[src/rtl/adder_tree_layer.sv]
// One reduction layer of a signed adder tree: outputs[i] = inputs[2i] + inputs[2i+1], one bit wider.
// Define ADDER_TREE_LAYER_REG_EN to add a one-cycle output register stage (sync active-high reset).
module adder_tree_layer #(
  parameter int unsigned INPUTS_AMOUNT = 8,
  parameter int unsigned DATAW         = 8
) (
  input  logic             clk_i,
  input  logic             rst_i,
  input  logic             valid_i,
  input  logic [DATAW-1:0] inputs  [INPUTS_AMOUNT],
  output logic [DATAW:0]   outputs [INPUTS_AMOUNT/2],
  output logic             valid_o
);

  localparam int unsigned OUTPUTS_AMOUNT = INPUTS_AMOUNT / 2;
  localparam int unsigned SUMW           = DATAW + 1;

  if ((INPUTS_AMOUNT < 2) || ((INPUTS_AMOUNT % 2) != 0)) begin : g_bad_inputs_amount
    $fatal(1, "adder_tree_layer: INPUTS_AMOUNT must be even and >= 2");
  end

  if (DATAW < 1) begin : g_bad_dataw
    $fatal(1, "adder_tree_layer: DATAW must be >= 1");
  end

  logic [SUMW-1:0] sum_c [OUTPUTS_AMOUNT];

  // Each pair is sign-extended by one bit before the add, so the sum is exact.
  for (genvar i = 0; i < OUTPUTS_AMOUNT; i++) begin : g_pair
    logic [SUMW-1:0] a_ext;
    logic [SUMW-1:0] b_ext;
    assign a_ext    = {inputs[2*i][DATAW-1],   inputs[2*i]};
    assign b_ext    = {inputs[2*i+1][DATAW-1], inputs[2*i+1]};
    assign sum_c[i] = a_ext + b_ext;
  end

`ifdef ADDER_TREE_LAYER_REG_EN
  // Output register: reset clears, valid loads, otherwise data holds and valid drops.
  always_ff @(posedge clk_i) begin
    if (rst_i) begin
      for (int unsigned i = 0; i < OUTPUTS_AMOUNT; i++) begin
        outputs[i] <= '0;
      end
      valid_o <= 1'b0;
    end else begin
      valid_o <= valid_i;
      if (valid_i) begin
        outputs <= sum_c;
      end
    end
  end
`else
  // Clock and reset are part of the interface only so layers stay pin-compatible.
  logic unused_clk_rst;
  assign unused_clk_rst = clk_i ^ rst_i;

  assign outputs = sum_c;
  assign valid_o = valid_i;
`endif

endmodule

[config.mk]
export PLATFORM = sky130hd
export DESIGN_NAME = adder_tree_layer
export DESIGN_NICKNAME = d
export VERILOG_FILES = /design/src/rtl/adder_tree_layer.sv
export SDC_FILE = /design/constraint.sdc
export NUM_CORES = 1
export LEC_CHECK = 0
export CORE_MARGIN = 2
export CORE_UTILIZATION = 37
export DETAILED_ROUTE_END_ITERATION = 8
export PLACE_DENSITY = 0.91
export SETUP_SLACK_MARGIN = 0.4
export SYNTH_ARGS = -nofsm -noshare
export SYNTH_HDL_FRONTEND = slang
export SYNTH_SLANG_ARGS = --single-unit
[constraint.sdc]
create_clock -name vclk -period 3.7
set_clock_uncertainty 0.2 [all_clocks]
set_input_delay 0.555 -clock vclk [all_inputs]
set_output_delay 0.555 -clock vclk [all_outputs]
set_load 0.02 [all_outputs]
==> results_dict.tcl <==
set metrics [dict create \
    yosys_warnings 0 \
    io_pins 104 \
    fillCellCount 280 \
    startpoint_type "input port" \
    required_ns 2.94 \
    post-route-util_pct 69.45 \
    layout.cells.most_common "clkdlybuf4s50_1" \
    vias_per_cell 5.186 \
    p_per_area_nw_per_um2 210.5 \
    critPathMaxFanout 3 \
    num_rows 21 \
    drive_above_1_share_pct 10.84 \
    postCtsHoldBufs 0 \
    hold_path_class "input port to primary output" \
    hpwl_mm 3.293 \
    area_growth_pct 83.22 \
    ff_latch_area_sq_um 0 \
    drv_slew 0 \
    final.min_clock_period_ns 3.235 \
    fmax_mhz 309.1 \
    power.share.clock_pct 0 \
    p_leak_nw 1.063 \
    setup_violations 0 \
    combPwrFrac_pct 100.0 \
    core_area_sq_um 3284 \
    portBuffers 100 \
    max_slew.worst_pin.slew_ns 0.2819 \
    drtIter0Drc 18 \
    clkbuf_count 0 \
    avgSynthCellArea_sq_um 8.355 \
    grt_pass1_vias 1397 \
    rsz0062_at_grt "true" \
    die_x_microns 62.01 \
    die_y_microns 62.01 \
    criticalPathCategory "input port to primary output" \
    slew_headroom_pct 81.10 \
    final_nets 354 \
    hold_depth 0 \
    period_share_pct 87.42 \
    grt_first_pass_wirelength_mm 5.582 \
    first_pass_iters 4 \
    power_w 0.0004800 \
    synth.distinct_cells 34 \
    sw_frac_of_total_pct 50.30 \
    pwr-share-seq_pct 0 \
    grt_max_degree 6 \
    drc 0 \
    syn_nets 252 \
    initial_core_util_pct 37.90 \
    wire_per_inst_microns 12.89 \
    endpoint_kind "primary output" \
    die_area_sq_um 3845 \
    grt_antenna_before_repair 0 \
    vias 1530 \
    antennaDiodeCount 0 \
    nFlopsAndLatches 0 \
    layout_common_cells "clkdlybuf4s50_1, ha_1, a21o_1, xnor2_1, clkbuf_2" \
    grtUsageTotal_pct 18.56 \
    multi_input_area_sq_um 1261 \
    synthCells 149 \
    outcome "finished, final reports clean" \
    tns_ns 0 \
    wl_mm 3.803 \
    cp.arrival_ns 2.48 \
    ir_drop_mv 0.1103 \
    switchingPower_w 0.0002414 \
    cap_violations 0 \
    ant_nets 0 \
    synth_area_sq_um 1245 \
    grt_overflow_total 0 \
    final_hold_viol_count 0 \
    gp_congestion 0.7896 \
    seq_area_frac_synth_pct 0 \
    internal_power_w 0.0002386 \
]
[worst paths after layout]
path	startpoint	to	slack (ns)
setup / recovery	inputs[0]	outputs[2]	0.47
hold / removal	valid_i	valid_o	0.91
[logic make-up (layout without fill, tap and decap cells)]
family                     after synthesis  count (layout)  share of synthesized area, %
AOI/OAI and AO/OA                       57              57                         32.86
muxes                                    1               1                        0.8041
and+or+nand+nor                         30              30                         11.86
xor gates and xnor gates                20              20                         14.07
adders and majority gates               36              36                         38.59
buffers and inverters                    5             105                         1.809
[through the flow]
| step | hold slack (ns) | std cells | setup WS [ns] | cell area, sq um |
|---|---|---|---|---|
| finish | 0.9101 | 295 | 0.4653 | 2281 |
| floorplan | 1.023 | 149 | 0.8493 | 1245 |
| detailed placement | 0.9103 | 295 | 0.04284 | 2303 |
| global placement | 0.9103 | 295 | 0.07021 | 2303 |
| CTS | 0.9103 | 295 | 0.3252 | 2298 |
| global route | 0.9101 | 295 | 0.3250 | 2281 |
[power groups by stage]
stage	clock network, W	registers [W]	logic [W]
finish	0	0	0.000480
global route	0	0	0.000520
CTS	0	0	0.000488
detailed placement	0	0	0.000510
global placement	0	0	0.000502
floorplan	0	0	0.000277
[critical path, cell delays in order]
cell	delay, ns
clkdlybuf4s50_1	0.42
ha_1	0.26
fa_1	0.43
xor2_1	0.18
clkdlybuf4s50_1	0.64
[cell type report]
class                      instances  share of cell area [%]
multi-input combinational        144                   55.29
tap                               46                   2.523
inverter                           4                  0.6583
timing repair buffer             101                   41.52
[per-layer routing]
layer / up-vias / global-route usage [%] / routed length, microns
met4: 0 / 3.343 / 71
met5: - / 0 / 0
met2: 69 / 35.42 / 1877
li1: 776 / - / -
met3: 8 / 4.762 / 408
met1: 677 / 20.60 / 1444
[synthesized netlist by cell type]
| master | instances | area share (%) |
|---|---|---|
| xor2_1 | 6 | 4.2 |
| o21ai_0 | 6 | 2.4 |
| nor3_1 | 3 | 1.2 |
| or2_2 | 1 | 0.50 |
| a221oi_1 | 1 | 0.70 |
| mux2i_1 | 1 | 0.80 |
| a21oi_1 | 11 | 4.4 |
| nor2b_1 | 5 | 2.5 |
| ha_1 | 32 | 32 |
| and3_2 | 1 | 0.60 |
| o221ai_1 | 1 | 0.70 |
| nand2b_1 | 1 | 0.50 |
| nor2_1 | 7 | 2.1 |
| nand2_1 | 7 | 2.1 |
| inv_1 | 4 | 1.2 |
| a211oi_1 | 8 | 4.8 |
| a41o_1 | 1 | 0.80 |
| a221oi_2 | 2 | 2.4 |
| a41oi_1 | 1 | 0.70 |
| a21oi_2 | 1 | 0.70 |
| o21bai_1 | 3 | 1.8 |
| nand3_1 | 3 | 1.2 |
| a311o_1 | 1 | 0.80 |
| nor3b_1 | 1 | 0.60 |
| and3_1 | 1 | 0.50 |
| a31o_2 | 1 | 0.70 |
| o31ai_1 | 1 | 0.60 |
| a31oi_1 | 2 | 1.0 |
| fa_1 | 4 | 6.4 |
| buf_4 | 1 | 0.60 |
| o211ai_1 | 1 | 0.60 |
| a21o_1 | 14 | 8.4 |
| xnor2_1 | 14 | 9.8 |
| a21boi_0 | 2 | 1.2 |
[what timing repair did]
action	CTS	global route
pin swaps	0	2
resized for setup	34	32
setup buffers	0	0
setup endpoints to repair	19	21
Note: power is estimated with default switching activity, not from simulation.
